==> src/rtl/cnt_mod_updown.sv <==
// cnt_mod_updown
//   Parametrised synchronous up/down counter with a programmable modulus, an
//   optional saturate mode, a synchronous clear and a parallel load. It keeps
//   the CET/CEP/TC cascade scheme, so stages chain with no extra logic:
//   CET of stage N+1 is driven by TC of stage N, and all stages share CEP.
//
// Parameters
//   WIDTH     counter width in bits (2..16)
//   MODULUS   count range 0..MODULUS-1 (2..2**WIDTH)
//   SATURATE  0 = wrap at either end, 1 = hold at the end value
//
// Ports
//   CP    in   clock, rising edge
//   MR    in   master reset, asynchronous, active-high
//   SR    in   synchronous clear, active-low
//   PE    in   parallel load enable, active-low
//   CEP   in   count enable, parallel
//   CET   in   count enable, trickle (also gates TC)
//   UD    in   direction, 1 = up, 0 = down
//   P     in   parallel load data
//   Q     out  registered count value, always within 0..MODULUS-1
//   TC    out  terminal count, combinational
//   WRAP  out  registered one-cycle pulse on wrap-around
module cnt_mod_updown #(
    parameter int WIDTH    = 4,
    parameter int MODULUS  = 16,
    parameter bit SATURATE = 1'b0
) (
    input  logic             CP,
    input  logic             MR,
    input  logic             SR,
    input  logic             PE,
    input  logic             CEP,
    input  logic             CET,
    input  logic             UD,
    input  logic [WIDTH-1:0] P,
    output logic [WIDTH-1:0] Q,
    output logic             TC,
    output logic             WRAP
);

    if (WIDTH < 2 || WIDTH > 16) begin : g_bad_width
        $error("cnt_mod_updown: WIDTH=%0d outside 2..16", WIDTH);
    end
    if (MODULUS < 2 || MODULUS > (1 << WIDTH)) begin : g_bad_modulus
        $error("cnt_mod_updown: MODULUS=%0d outside 2..2**WIDTH", MODULUS);
    end

    localparam logic [WIDTH-1:0] MAX  = WIDTH'(MODULUS - 1);
    localparam logic [WIDTH-1:0] ZERO = '0;
    localparam logic [WIDTH-1:0] ONE  = WIDTH'(1);

    logic [WIDTH-1:0] q_q, q_d;
    logic             wrap_q, wrap_d;

    // Loaded values above the modulus are clamped so Q never leaves 0..MAX.
    function automatic logic [WIDTH-1:0] clamp_load(input logic [WIDTH-1:0] v);
        return (v > MAX) ? MAX : v;
    endfunction

    // The end value is compared explicitly rather than relying on WIDTH-bit
    // overflow, so arithmetic is modulo MODULUS, not 2**WIDTH.
    function automatic logic [WIDTH-1:0] step_up(input logic [WIDTH-1:0] v);
        return (v == MAX) ? (SATURATE ? MAX : ZERO) : v + ONE;
    endfunction

    function automatic logic [WIDTH-1:0] step_down(input logic [WIDTH-1:0] v);
        return (v == ZERO) ? (SATURATE ? ZERO : MAX) : v - ONE;
    endfunction

    always_comb begin
        q_d    = q_q;
        wrap_d = 1'b0;
        if (!SR) begin
            q_d = ZERO;
        end else if (!PE) begin
            q_d = clamp_load(P);
        end else if (CET && CEP) begin
            if (UD) begin
                q_d    = step_up(q_q);
                wrap_d = !SATURATE && (q_q == MAX);
            end else begin
                q_d    = step_down(q_q);
                wrap_d = !SATURATE && (q_q == ZERO);
            end
        end
    end

    always_ff @(posedge CP or posedge MR) begin
        if (MR) begin
            q_q    <= ZERO;
            wrap_q <= 1'b0;
        end else begin
            q_q    <= q_d;
            wrap_q <= wrap_d;
        end
    end

    assign Q    = q_q;
    assign WRAP = wrap_q;
    assign TC   = CET & (UD ? (q_q == MAX) : (q_q == ZERO));

endmodule
==> config.mk <==
export PLATFORM = sky130hd
export DESIGN_NAME = cnt_mod_updown
export DESIGN_NICKNAME = d
export VERILOG_FILES = /design/src/rtl/cnt_mod_updown.sv
export SDC_FILE = /design/constraint.sdc
export NUM_CORES = 1
export LEC_CHECK = 0
export ABC_AREA = 0
export BUFFER_PORTS_ARGS = -buffer_cell sky130_fd_sc_hd__buf_2
export CAP_MARGIN = 20
export CORE_AREA = 5 5 42 44
export DETAILED_ROUTE_END_ITERATION = 7
export DIE_AREA = 0 0 47 49
export MAX_ROUTING_LAYER = met4
export PLACE_DENSITY = 0.6
export SLEW_MARGIN = 20
export SYNTH_ARGS = -nofsm -noshare
export SYNTH_HDL_FRONTEND = slang
export SYNTH_SLANG_ARGS = --single-unit
==> constraint.sdc <==
create_clock -name CP -period 1.6 [get_ports CP]
set_input_delay 0.08 -clock CP [delete_from_list [all_inputs] [get_ports CP]]
set_output_delay 0.08 -clock CP [all_outputs]
set_load 0.005 [all_outputs]
; Word-level counts from Yosys, hierarchy flattened
; Cells that the tools add are included.
; Widths: inputs -> output; s select.
[word_totals]
reg_bits = 5
inputBits = 11
output_inout_bits = 6
word_cells = 21
[classes]
addsub = 2
magnitude_cmp = 1
n_eq_ne = 2
n_mux = 11
n_bitwise = 1
n_reduce_logical = 2
[ops]
columns = operator, n
row1 = $mux 4, 7
row2 = $add 4x1->4 const B, 1
row3 = $eq 4x4->1 const B, 1
row4 = $gt 4x4->1 const B, 1
row5 = $logic_not 4->1, 1
row6 = $mux 1, 4
row7 = $sub 4x1->4 const B, 1
row8 = $ne 3x2->1 const B, 1
row9 = $and 1x1->1, 1
row10 = $logic_and 1x1->1, 1

; Longest topological paths before layout
; Gate-level depths: netlist of run 1.
[depth]
word_depth = 6
depth_mapped = 6
mapped_depth_nobuf = 6

; Worst setup path after synthesis of run 1
; Ideal clock, no wire load.
[synth_timing]
path_type = reg2reg
startpoint = reg q_q[0], in the netlist Q[0]
endpoint = reg q_q[0], in the netlist Q[0]
setup_ps = 92
t_arrival_ps = 1463
t_required_ps = 1508
path_slack_ps = 46
path_stages_with_launch = 7
n_path_buf = 0
cell_sequence = dfrtp_1 > inv_1 > ha_1 > or3b_4 > a21oi_2 > nor3_1 > o31ai_2
[synth_between]
elab_chain_cells = 6
word_cells_on_any_way = 10
classes_between = 2 x add/sub / 1 x eq/ne / 6 x mux / 1 x reduce/logical
[synth_lines]
columns = element, line
row1 = "start, declared", 53  ; logic [WIDTH-1:0] q_q, q_d;
row2 = "start signal, assigned", 94  ; q_q <= q_d;
row3 = $sub 4x1->4 (tied with other cells), 68  ; return (v == ZERO) ? (SATURATE ? ZERO : MAX) : v - ONE;
row4 = "$mux 4, on equally long branches", "68, 64"
row5 = $mux 4 (*), 79  ; if (UD) begin
row6 = $mux 4 (*), 78  ; end else if (CET && CEP) begin
row7 = $mux 4 (*), 76  ; end else if (!PE) begin
row8 = $mux 4 (*), 74  ; if (!SR) begin
; Mark *: on every way between the ends. The rest lies on a longest branch, timed or not. The select of a mux whose other input is x is not followed.
; A chain may end at the register's enable or synchronous reset.

; Worst setup path in the final report of run 1
[layout_timing]
startpoint = reg q_q[0], in the netlist Q[0]
endpoint = out TC
[layout_between]
elab_chain_cells = 3
word_cells_on_any_way = 4
classes_between = 1 x eq/ne / 1 x mux / 1 x bitwise / 1 x reduce/logical
[layout_lines]
columns = element, line
row1 = $eq 4x4->1 or $logic_not 4->1 (tied branches), 101  ; assign TC = CET & (UD ? (q_q == MAX) : (q_q == ZERO));
row2 = $mux 1 (*), 101
row3 = $and 1x1->1 (*), 101
row4 = "end, declared", 38  ; output logic TC,
; Mark *: on every way between the ends. The rest lies on a longest branch, timed or not.

==> impl_results.md, run 1 <==
* Reg-to-reg startpoint: Q[0]$_DFFE_PP0P_
* Wire length of the first global-routing pass at ~1900 um
* Violated checks: negative setup slack
* Synth Area per Inst at about 8.5 um^2
* Placeable core region at 1400 um^2
* Number of library cell types mapped by synthesis at 31
* Clock edge transition at the registers on the reported setup and hold paths at about 60 ps
* Number of violations of the max-capacitance limit at 0
* Final Max Slew Viols at 0
* Critical Path Start Type: register
* Maximum number of pins on one net before global-route repair at 11
* Number of nets with antenna violations after detailed routing at 0
* Critical path capture point type: output port
* Count of unresolved DRC violations after routing at 0
* Worst-case setup slack after placement at 96.0 ps
* Power per standard cell area at ~720 nW/um^2
* Via-per-instance ratio at 5.39
* Layout cell share with drive strength beyond 1 at about 44%
* Delay contributed by the slowest stage of the critical path at ~400 ps
* Final number of setup-violating endpoints at 2
* Buffer levels on the longest clock path at 2
* Area occupied by multi-input gates at ~280 um^2
* Clock tree from TritonCTS: done
* Cell count after synthesis at between 40 and 50
* Result of the run: finished with violations
* Count of endpoints failing hold in the final timing report at 0
* Final Routed Wirelength at 1190 um
* GRT Overall Usage at about an eighth
* Antenna violations before repair at 0
* Top-level port count at 17
* Initial standard-cell utilization of the core at a little under 30%
* Routability congestion estimate at between 0.8 and 0.9
* Layout-stage area growth over the synthesis result at 43.1%
* Input/output buffers at 16
* Total Neg Setup Slack at -123 ps
* Ant. Diodes at 0
* Count of vias placed by the detailed router at 480
* Total congestion overflow after global routing at 0
* Fin worst setup slack at -96.5 ps
* Initial DRT Pass Iterations at 3
* Simple-Gate Fraction of Synth Area at between 20% and 30%
* Normalized max-slew margin at between 70% and 80%
* Clock Root Buffer: sky130_fd_sc_hd__clkbuf_4
* Vertical die dimension at 49 um
* Adder and majority gate portion of the synthesized area at about 6%
* Path type of the worst setup path: register to output port
* Unrepaired setup endpoints after global routing: true
* Warnings from Yosys at 0
* Count of clock tree sinks at 5
* Peak supply drop at 0.000636 V
* Worst hold margin at 68.8 ps
* Type of the most critical hold path: primary input to register
* Max stage delay cell, worst path: sky130_fd_sc_hd__dfrtp_1
* Number of global-route vias before repair at 481
* Final Core Density at between 40% and 50%
* Mapped Nets at 62
* Top achievable clock speed at 0.589 GHz
* Data required time at the worst endpoint at ~1500 ps
* Cells along the critical path: inv_2, ha_4, or3b_4, o21ai_2, and2_1, buf_2
* Depth of the CTS H-tree at 1
* Storage cell area at between 100 and 150 um^2
* DR WL/cell at roughly 13 um
* Launch point of the worst path: Q[0]$_DFFE_PP0P_
* CTS buffer count at 3
* Leakage component of the power at a little under 0.3 nW
* Combined area of all synthesized cells at 418 um^2
* Main combinational cell family by area after synthesis: compound AO/OA/AOI/OAI gates
* Part of the Yosys area used for sequential elements at around 30%
* Multiplexer fraction of the synthesized cell area at under 10%
* Clk_skew at approximately 15 ps
* Clock latency of the later-clocked register in the worst-skew pair at 250 ps
* Shortest period the worst path allows at around 1700 ps
* Transition time at the pin with the least slew margin at between 300 and 400 ps
* Fraction of synthesized cell area in xor and xnor cells at between 4 and 5%
* Post-synthesis register bit count at 5
* Die outline area at approximately 2300 um^2
* Number of filler instances in the final layout at approximately 160
* FP Rows at 14
* # nets final at 87
* Starting DRC count in detailed routing at 5
* Compound-Gate Fraction of Synth Area at around 28%
* Data arrival time of the worst path at ~1600 ps
* Die W at 47 um
* Half-perimeter wire length of the detailed placement result at ~800 um
* Period utilization at 106%
* Largest fanout of any net on the critical path at 2
* HP Start: P[1]
where the power goes:
group | internal (mW) | total, mW | switching [mW] | leakage [nW]
combinational | 0.0683 | 0.132 | 0.0637 | 0.211
sequential | 0.134 | 0.147 | 0.0121 | 0.0663
clock | 0.0949 | 0.154 | 0.0595 | 0.0150
worst paths after layout:
| kind | depth (start not counted) | slack [ps] | end |
|---|---|---|---|
| max reg2reg | 7 | -30 | Q[0]$_DFFE_PP0P_ |
| max in group asynchronous | 3 | 1130 | Q[1]$_DFFE_PP0P_ |
| min | 2 | 70 | Q[1]$_DFFE_PP0P_ |
| max | 6 | -100 | TC |
| min in group asynchronous | 3 | 270 | Q[2]$_DFFE_PP0P_ |
| min reg2reg | 2 | 740 | Q[2]$_DFFE_PP0P_ |
what timing repair did:
| item | in CTS | in global routing |
|---|---|---|
| hold endpoints to repair | 5 | 0 |
| resized for setup | 5 | 1 |
| hold buffers | 1 | 0 |
| buffers inserted | 3 | 0 |
| endpoints found under the setup margin | 1 | 2 |
| pin swaps | 4 | 1 |
metrics by stage:
stage / instances / total power [mW] / area, um^2
floorplan: 49 / 0.216 / 418
global placement: 81 / 0.256 / 518
detailed placement: 81 / 0.255 / 518
CTS: 89 / 0.432 / 593
global route: 89 / 0.469 / 598
finish: 89 / 0.433 / 598
worst max-delay path, delay by kind of cell, from the launching register on:
family / cells / cell delay [ps]
AOI/OAI and AO/OA: 1 / 130
adders and majority gates: 1 / 130
buffers and inverters: 2 / 190
DFF: 1 / 400
and+or+nand+nor: 2 / 510
Yosys cell counts, drive strengths merged:
cell type | n | share of area, %
o21ai | 4 | 4.8
nand3 | 1 | 1.2
dfrtp | 5 | 30
o31ai | 1 | 3.0
o21a | 1 | 1.8
nand2 | 4 | 3.6
inv | 5 | 4.5
o211ai | 1 | 1.8
nor4 | 1 | 1.5
nand3b | 1 | 1.8
a31oi | 1 | 1.5
xor2 | 1 | 2.1
nor3 | 1 | 1.2
o21bai | 1 | 1.8
clkbuf | 1 | 0.90
nor4b | 1 | 2.1
ha | 2 | 6.0
or3b | 1 | 2.7
xnor2 | 1 | 2.1
buf | 1 | 2.7
nor3b | 1 | 1.8
o211a | 1 | 2.4
nor2 | 1 | 0.90
o311a | 1 | 2.4
a21oi | 5 | 6.9
and2 | 1 | 1.5
mux2i | 1 | 2.4
a22oi | 1 | 1.8
nand4 | 2 | 3.0
layout make-up:
type	count	share of cell area [%]
Clock buffer	4	4.39
Inverter	5	3.14
Multi-Input combinational cell	37	46.9
Sequential cell	5	20.9
Tap cell	16	3.35
Timing Repair Buffer	22	21.3
layer usage:
layer	routed length [um]	GRT usage, %
met2	572	16.3
met3	69	6.64
met1	504	13.3
met4	40	6.91
met5	0	-
state kept, by name, summed over array words and instances (netlist names):
register	cells
WRAP	1
Q	4
kinds of logic after synthesis:
| group | count (synthesis) |
|---|---|
| buf+inv | 7 |
| mux | 1 |
| xor+xnor | 2 |
| simple gates | 15 |
| flops | 5 |
| compound gates | 17 |
| fa+ha+maj | 2 |
cells in the final DEF, fill, tap and decap left out, types with 2 or more instances in the layout:
cell type,n
sky130_fd_sc_hd__buf_2,16
sky130_fd_sc_hd__dfrtp_1,5
sky130_fd_sc_hd__buf_4,5
sky130_fd_sc_hd__nand2_1,4
sky130_fd_sc_hd__a21oi_1,4
sky130_fd_sc_hd__inv_1,3
sky130_fd_sc_hd__o21ai_0,3
sky130_fd_sc_hd__clkbuf_4,3
sky130_fd_sc_hd__nand4_1,2
sky130_fd_sc_hd__inv_2,2
Note: power is estimated with default switching activity, not from simulation.
==> run 2, diff against run 1 <==
--- a/config.mk
+++ b/config.mk
@@ -17,3 +17,4 @@
 export SYNTH_ARGS = -nofsm -noshare
 export SYNTH_HDL_FRONTEND = slang
 export SYNTH_SLANG_ARGS = --single-unit
+export TNS_END_PERCENT = 5
==> run 2 against run 1 <==
  * The run still ends with negative setup slack left
  * Clock power about the same
  * Critical path depth unchanged
  * Clock skew is essentially flat
  * Non-clock buffer count did not move
  * Combinational power about the same
  * Worst setup slack better by 9.7 ps
  * Sequential share of layout area increased by 0.18 points
  * Global-route usage unchanged
==> impl_results.md, run 2 (same netlist as run 1, synthesis figures left out) <==
* Initial DRT Pass Iterations at 4 (+1)
* Met3 wire length at 80 um (+16%)
* R2R setup slack at -20 ps (about the same)
* Depth of the CTS H-tree at 1 (unchanged)
* Final Routed Wirelength at 1180 um (-0.59%)
* Input/output buffers at 16 (unchanged)
* Top achievable clock speed at 0.593 GHz (+0.57%)
* Clock latency of the later-clocked register in the worst-skew pair at 250 ps (about the same)
* Count of vias placed by the detailed router at 469 (-2.3%)
* GRT Overall Usage at 11.9% (unchanged)
* Final Core Density at 42.3% (-0.36 points)
* Area occupied by multi-input gates at 275 um^2 (-1.8%)
* Initial standard-cell utilization of the core at 29.8% (unchanged)
* Most used cells in the layout excluding fill and tap cells: sky130_fd_sc_hd__buf_2 (16), sky130_fd_sc_hd__dfrtp_1 (5), sky130_fd_sc_hd__buf_4 (5), sky130_fd_sc_hd__nand2_1 (4), sky130_fd_sc_hd__a21oi_1 (4)
* Type of the most critical hold path: primary input to register
* # nets final at 87 (unchanged)
* FP Rows at 14 (unchanged)
* Critical path capture point type: output port
* Ant. Diodes at 0 (unchanged)
* Number of global-route vias before repair at 481 (unchanged)
* Data required time at the worst endpoint at 1520 ps (about the same)
* Count of clock tree sinks at 5 (unchanged)
* Die W at 47 um (unchanged)
* Power per standard cell area at 727 nW/um^2 (+0.48%)
* Transition time at the pin with the least slew margin at 298 ps (-3.92 ps)
* Routability congestion estimate at 0.819 (unchanged)
* Clock edge transition at the registers on the reported setup and hold paths at 60 ps (about the same)
* Maximum number of pins on one net before global-route repair at 11 (unchanged)
* Top-level port count at 17 (unchanged)
* Via-per-instance ratio at 5.27 (-2.3%)
* Clk_skew at 14.8 ps (-0.267 ps)
* Half-perimeter wire length of the detailed placement result at 799 um (unchanged)
* Wire length of the first global-routing pass at 1950 um (unchanged)
* Number of nets with antenna violations after detailed routing at 0 (unchanged)
* Placeable core region at 1400 um^2 (unchanged)
* Max reg flops at 4 (unchanged)
* Worst-case setup slack after placement at 96.0 ps (unchanged)
* Most common cell after layout, fill and taps aside: sky130_fd_sc_hd__buf_2
* Instance area after placement at 518 um^2 (unchanged)
* Antenna violations before repair at 0 (unchanged)
* Largest fanout of any net on the critical path at 2 (unchanged)
* Total congestion overflow after global routing at 0 (unchanged)
* Total design power at 0.431 mW (-0.36%)
* Layout-stage area growth over the synthesis result at 41.9%
* Normalized max-slew margin at 80.1% (+0.26 points)
* Storage cell area at 125 um^2 (unchanged)
* Count of unresolved DRC violations after routing at 0 (unchanged)
* Vertical die dimension at 49 um (unchanged)
* Path type of the worst setup path: register to output port
* Die outline area at 2300 um^2 (unchanged)
* Count of endpoints failing hold in the final timing report at 0 (unchanged)
* Final Max Slew Viols at 0 (unchanged)
* Met2 wirelength from detailed routing at 559 um (-2.3%)
* Unrepaired setup endpoints after global routing: true
* Topmost layer with routed signal wires: met4
* Length of routed wiring on met1 at 498 um (-1.2%)
* CTS buffer count at 3 (unchanged)
* Fin worst setup slack at -86.9 ps (+9.67 ps)
* Result of the run: finished with violations
* Shortest period the worst path allows at 1690 ps (-9.67 ps)
* Buffer levels on the longest clock path at 2 (unchanged)
* DR WL/cell at 13.2 um (-0.59%)
* Number of violations of the max-capacitance limit at 0 (unchanged)
* Layout cell share with drive strength beyond 1 at 42.5% (-1.4 points)
* Number of filler instances in the final layout at 164 (+1.2%)
* Critical Path Start Type: register
* Data arrival time of the worst path at 1610 ps (about the same)
* Post-route cell area at 593 um^2 (-0.84%)
* Period utilization at 105% (-0.60 points)
* Violated checks: negative setup slack
* Clock tree from TritonCTS: done
* Leakage component of the power at 0.292 nW (-0.12%)
* Peak supply drop at 0.000636 V (about the same)
* Clock Root Buffer: sky130_fd_sc_hd__clkbuf_4
* Final number of setup-violating endpoints at 2 (unchanged)
* Starting DRC count in detailed routing at 2 (-3)
[run 2: worst paths after layout]
check | end | cells after the start | startpoint
worst min-delay path | Q[1]$_DFFE_PP0P_ | 2 | P[1]
worst min register to register | Q[2]$_DFFE_PP0P_ | 2 | Q[2]$_DFFE_PP0P_
worst max register to register | Q[0]$_DFFE_PP0P_ | 7 | Q[0]$_DFFE_PP0P_
worst max-delay path | TC | 6 | Q[0]$_DFFE_PP0P_
max in group asynchronous | Q[1]$_DFFE_PP0P_ | 3 | MR
min in group asynchronous | Q[2]$_DFFE_PP0P_ | 3 | MR
[run 2: repair_timing]
action	in CTS	in global routing
endpoints found under the setup margin	1	2
resized for setup	5	0
pin swaps	4	1
buffers inserted	3	0
hold buffers	1	0
endpoints found under the hold margin	5	0
[run 2: final cells by class]
class | instances | area share (%)
clock buffer | 4 | 4.43
inverter | 5 | 3.16
multi-input combinational | 37 | 46.4
sequential | 5 | 21.1
tap | 16 | 3.38
timing repair buffer | 22 | 21.5
[run 2: stage by stage]
stage | setup TNS, ps | instances | hold WS (ps)
floorplan | 0 | 49 | -141
global placement | 0 | 81 | -16.0
detailed placement | 0 | 81 | -16.2
CTS | -82.9 | 89 | 63.1
global route | -271 | 89 | 47.1
finish | -108 | 89 | 68.5
[run 2: per-layer routing]
metal / track usage (%) / vias up
li1: - / 230
met1: 13.3 / 212
met2: 16.3 / 21
met3: 6.64 / 6
met4: 6.91 / 0
met5: - / -
[run 2: report_power, final]
group	internal (mW)	switching [mW]	leakage, nW
Clock	0.0949	0.0594	0.0150
Combinational	0.0681	0.0625	0.211
Sequential	0.134	0.0120	0.0663
[run 2: critical path: stages, from the launching register on]
cell	delay, ps
sky130_fd_sc_hd__dfrtp_1	400
sky130_fd_sc_hd__inv_2	90
sky130_fd_sc_hd__ha_4	130
sky130_fd_sc_hd__or3b_4	380
sky130_fd_sc_hd__o21ai_2	130
sky130_fd_sc_hd__and2_1	120
sky130_fd_sc_hd__buf_2	100
==> run 3, diff against run 2 <==
--- a/config.mk
+++ b/config.mk
@@ -12,7 +12,8 @@
 export DETAILED_ROUTE_END_ITERATION = 7
 export DIE_AREA = 0 0 47 49
 export MAX_ROUTING_LAYER = met4
-export PLACE_DENSITY = 0.6
+export PLACE_DENSITY_LB_ADDON = 0.2
+export SKIP_LAST_GASP = 1
 export SLEW_MARGIN = 20
 export SYNTH_ARGS = -nofsm -noshare
 export SYNTH_HDL_FRONTEND = slang
==> run 3 against run 2 <==
  * The run still ends with negative setup slack left
  * Combinational power increased by 8%
  * Critical path type unchanged
  * Via count increased by 1.1%
  * Design area increased by 5.1%
==> impl_results.md, run 3 (same netlist as run 1, synthesis figures left out) <==
* Area occupied by multi-input gates at 283 um^2 (+2.7%)
* Type of the most critical hold path: primary input to register
* Wire length of the first global-routing pass at 1860 um (-4.6%)
* Buffer levels on the longest clock path at 2 (unchanged)
* Count of endpoints failing hold in the final timing report at 0 (unchanged)
* Input/output buffers at 16 (unchanged)
* Total design power at 0.432 mW (+0.21%)
* Clock edge transition at the registers on the reported setup and hold paths at 40 ps (-20 ps)
* Number of violations of the max-capacitance limit at 0 (unchanged)
* Final number of setup-violating endpoints at 2 (unchanged)
* Total Neg Setup Slack at -150 ps (-42.4 ps)
* Final Max Slew Viols at 0 (unchanged)
* Reg-to-reg startpoint: Q[1]$_DFFE_PP0P_
* Initial standard-cell utilization of the core at 29.8% (unchanged)
* Clock Root Buffer: sky130_fd_sc_hd__clkbuf_4
* Initial DRT Pass Iterations at 4 (unchanged)
* Normalized max-slew margin at 77.0% (-3.2 points)
* Shortest period the worst path allows at 1680 ps (-10.7 ps)
* Top-level port count at 17 (unchanged)
* Worst reg2reg path depth at 7 (unchanged)
* Vertical die dimension at 49 um (unchanged)
* Number of filler instances in the final layout at 158 (-3.7%)
* DR WL/cell at 13.4 um (+1.1%)
* Fin worst setup slack at -76.1 ps (+10.7 ps)
* Maximum number of pins on one net before global-route repair at 11 (unchanged)
* FP Rows at 14 (unchanged)
* Most used cells in the layout excluding fill and tap cells: sky130_fd_sc_hd__buf_2 (16), sky130_fd_sc_hd__buf_4 (8), sky130_fd_sc_hd__dfrtp_1 (5), sky130_fd_sc_hd__nand2_1 (4), sky130_fd_sc_hd__a21oi_1 (4)
* Number of nets with antenna violations after detailed routing at 0 (unchanged)
* Top achievable clock speed at 0.597 GHz (+0.64%)
* GRT Overall Usage at 11.8% (-0.14 points)
* Die outline area at 2300 um^2 (unchanged)
* Clock latency of the later-clocked register in the worst-skew pair at 240 ps (about the same)
* Count of vias placed by the detailed router at 474 (+1.1%)
* Depth of the CTS H-tree at 1 (unchanged)
* HP Start: P[1]
* Die W at 47 um (unchanged)
* Final Routed Wirelength at 1230 um (+4.5%)
* Instance area after placement at 518 um^2 (unchanged)
* Worst-case hold path end point: Q[1]$_DFFE_PP0P_
* Final Core Density at 44.5% (+2.1 points)
* Critical path capture point type: output port
* Clk_skew at 0.333 ps (-14.5 ps)
* Power per standard cell area at 694 nW/um^2 (-4.6%)
* R2R setup slack at -70 ps (-50 ps)
* Post-route cell area at 623 um^2 (+5.1%)
* Cell Count, Final, Fillers Out at 92 (+3.4%)
* # nets final at 90 (+3.4%)
* Max reg flops at 4 (unchanged)
* Period utilization at 105% (-0.67 points)
* Layout-stage area growth over the synthesis result at 49.1%
* Clock tree from TritonCTS: done
* Unrepaired setup endpoints after global routing: true
* Violated checks: negative setup slack
* R2r endpoint: Q[0]$_DFFE_PP0P_
* Hold Path Cell Cnt at 2 (unchanged)
* Antenna violations before repair at 0 (unchanged)
* Largest fanout of any net on the critical path at 3 (+1)
* Data required time at the worst endpoint at 1520 ps (about the same)
* Most common cell after layout, fill and taps aside: sky130_fd_sc_hd__buf_2
* Starting DRC count in detailed routing at 6 (+4)
* Worst-case setup slack after placement at 50.3 ps (-45.7 ps)
* Placeable core region at 1400 um^2 (unchanged)
* Layout cell share with drive strength beyond 1 at 44.7% (+2.3 points)
* Result of the run: finished with violations
* Half-perimeter wire length of the detailed placement result at 884 um (+11%)
* Worst hold margin at 71.3 ps (+2.87 ps)
* Ant. Diodes at 0 (unchanged)
* Storage cell area at 125 um^2 (unchanged)
* Critical Path Start Type: register
* Data arrival time of the worst path at 1600 ps (about the same)
* Count of unresolved DRC violations after routing at 0 (unchanged)
* Path type of the worst setup path: register to output port
* Count of clock tree sinks at 5 (unchanged)
* Placed cell count at 81 (unchanged)
* Via-per-instance ratio at 5.15 (-2.2%)
* CTS buffer count at 3 (unchanged)
* Total congestion overflow after global routing at 0 (unchanged)
* Leakage component of the power at 0.308 nW (+5.4%)
* Peak supply drop at 0.000462 V (-27%)
* Routability congestion estimate at 0.746 (-8.9%)
* Number of global-route vias before repair at 426 (-11%)
* Transition time at the pin with the least slew margin at 346 ps (+47.6 ps)
[run 3: cell types whose count changed in the layout (fill, tap and decap cells not counted)]
| cell | change |
|---|---|
| sky130_fd_sc_hd__buf_4 | +3 |
| sky130_fd_sc_hd__o21ai_2 | -1 |
| sky130_fd_sc_hd__o21ai_4 | +1 |
[run 3: where the power goes]
part / leakage (nW) / switching [mW] / total, mW / internal (mW)
registers: 0.0663 / 0.0122 / 0.147 / 0.135
clock network: 0.0150 / 0.0501 / 0.144 / 0.0942
logic: 0.227 / 0.0654 / 0.141 / 0.0757
total: 0.308 / 0.128 / 0.432 / 0.305
[run 3: area by class of cell]
type,instances,share of cell area (%)
clock buffer,4,4.22
sequential,5,20.1
multi-input combinational,37,45.4
inverter,5,3.01
timing repair buffer,25,24.1
tap,16,3.21
[run 3: repair_timing]
| item | in CTS | in global routing |
|---|---|---|
| hold endpoints to repair | 5 | 0 |
| gates resized for setup | 5 | 1 |
| pin swaps | 2 | 1 |
| hold buffers | 1 | 0 |
| setup endpoints to repair | 1 | 3 |
| buffers inserted | 3 | 3 |
[run 3: layer usage]
layer  routed length (um)  track usage (%)  vias up
li1                     -                -      236
met1                  505             14.6      214
met2                  605             16.5       22
met3                  101             4.43        2
met4                   19             5.53        0
met5                    0                -        -
[run 3: how the worst max path moves through the flow]
| stage | start | to | slack, ps | cells after the start |
|---|---|---|---|---|
| global placement | Q[1]$_DFFE_PP0P_ | Q[0]$_DFFE_PP0P_ | 60 | 6 |
| floorplan | Q[0]$_DFFE_PP0P_ | Q[0]$_DFFE_PP0P_ | 50 | 6 |
| finish | Q[1]$_DFFE_PP0P_ | TC | -80 | 6 |
| CTS | Q[0]$_DFFE_PP0P_ | TC | -80 | 6 |
| detailed placement | Q[0]$_DFFE_PP0P_ | Q[0]$_DFFE_PP0P_ | 50 | 6 |
| global route | Q[1]$_DFFE_PP0P_ | TC | -140 | 6 |
[run 3: critical path, stage by stage (launching register included)]
cell,delay (ps)
sky130_fd_sc_hd__dfrtp_1,380
sky130_fd_sc_hd__inv_2,90
sky130_fd_sc_hd__ha_4,130
sky130_fd_sc_hd__or3b_4,390
sky130_fd_sc_hd__o21ai_4,130
sky130_fd_sc_hd__and2_1,130
sky130_fd_sc_hd__buf_2,100
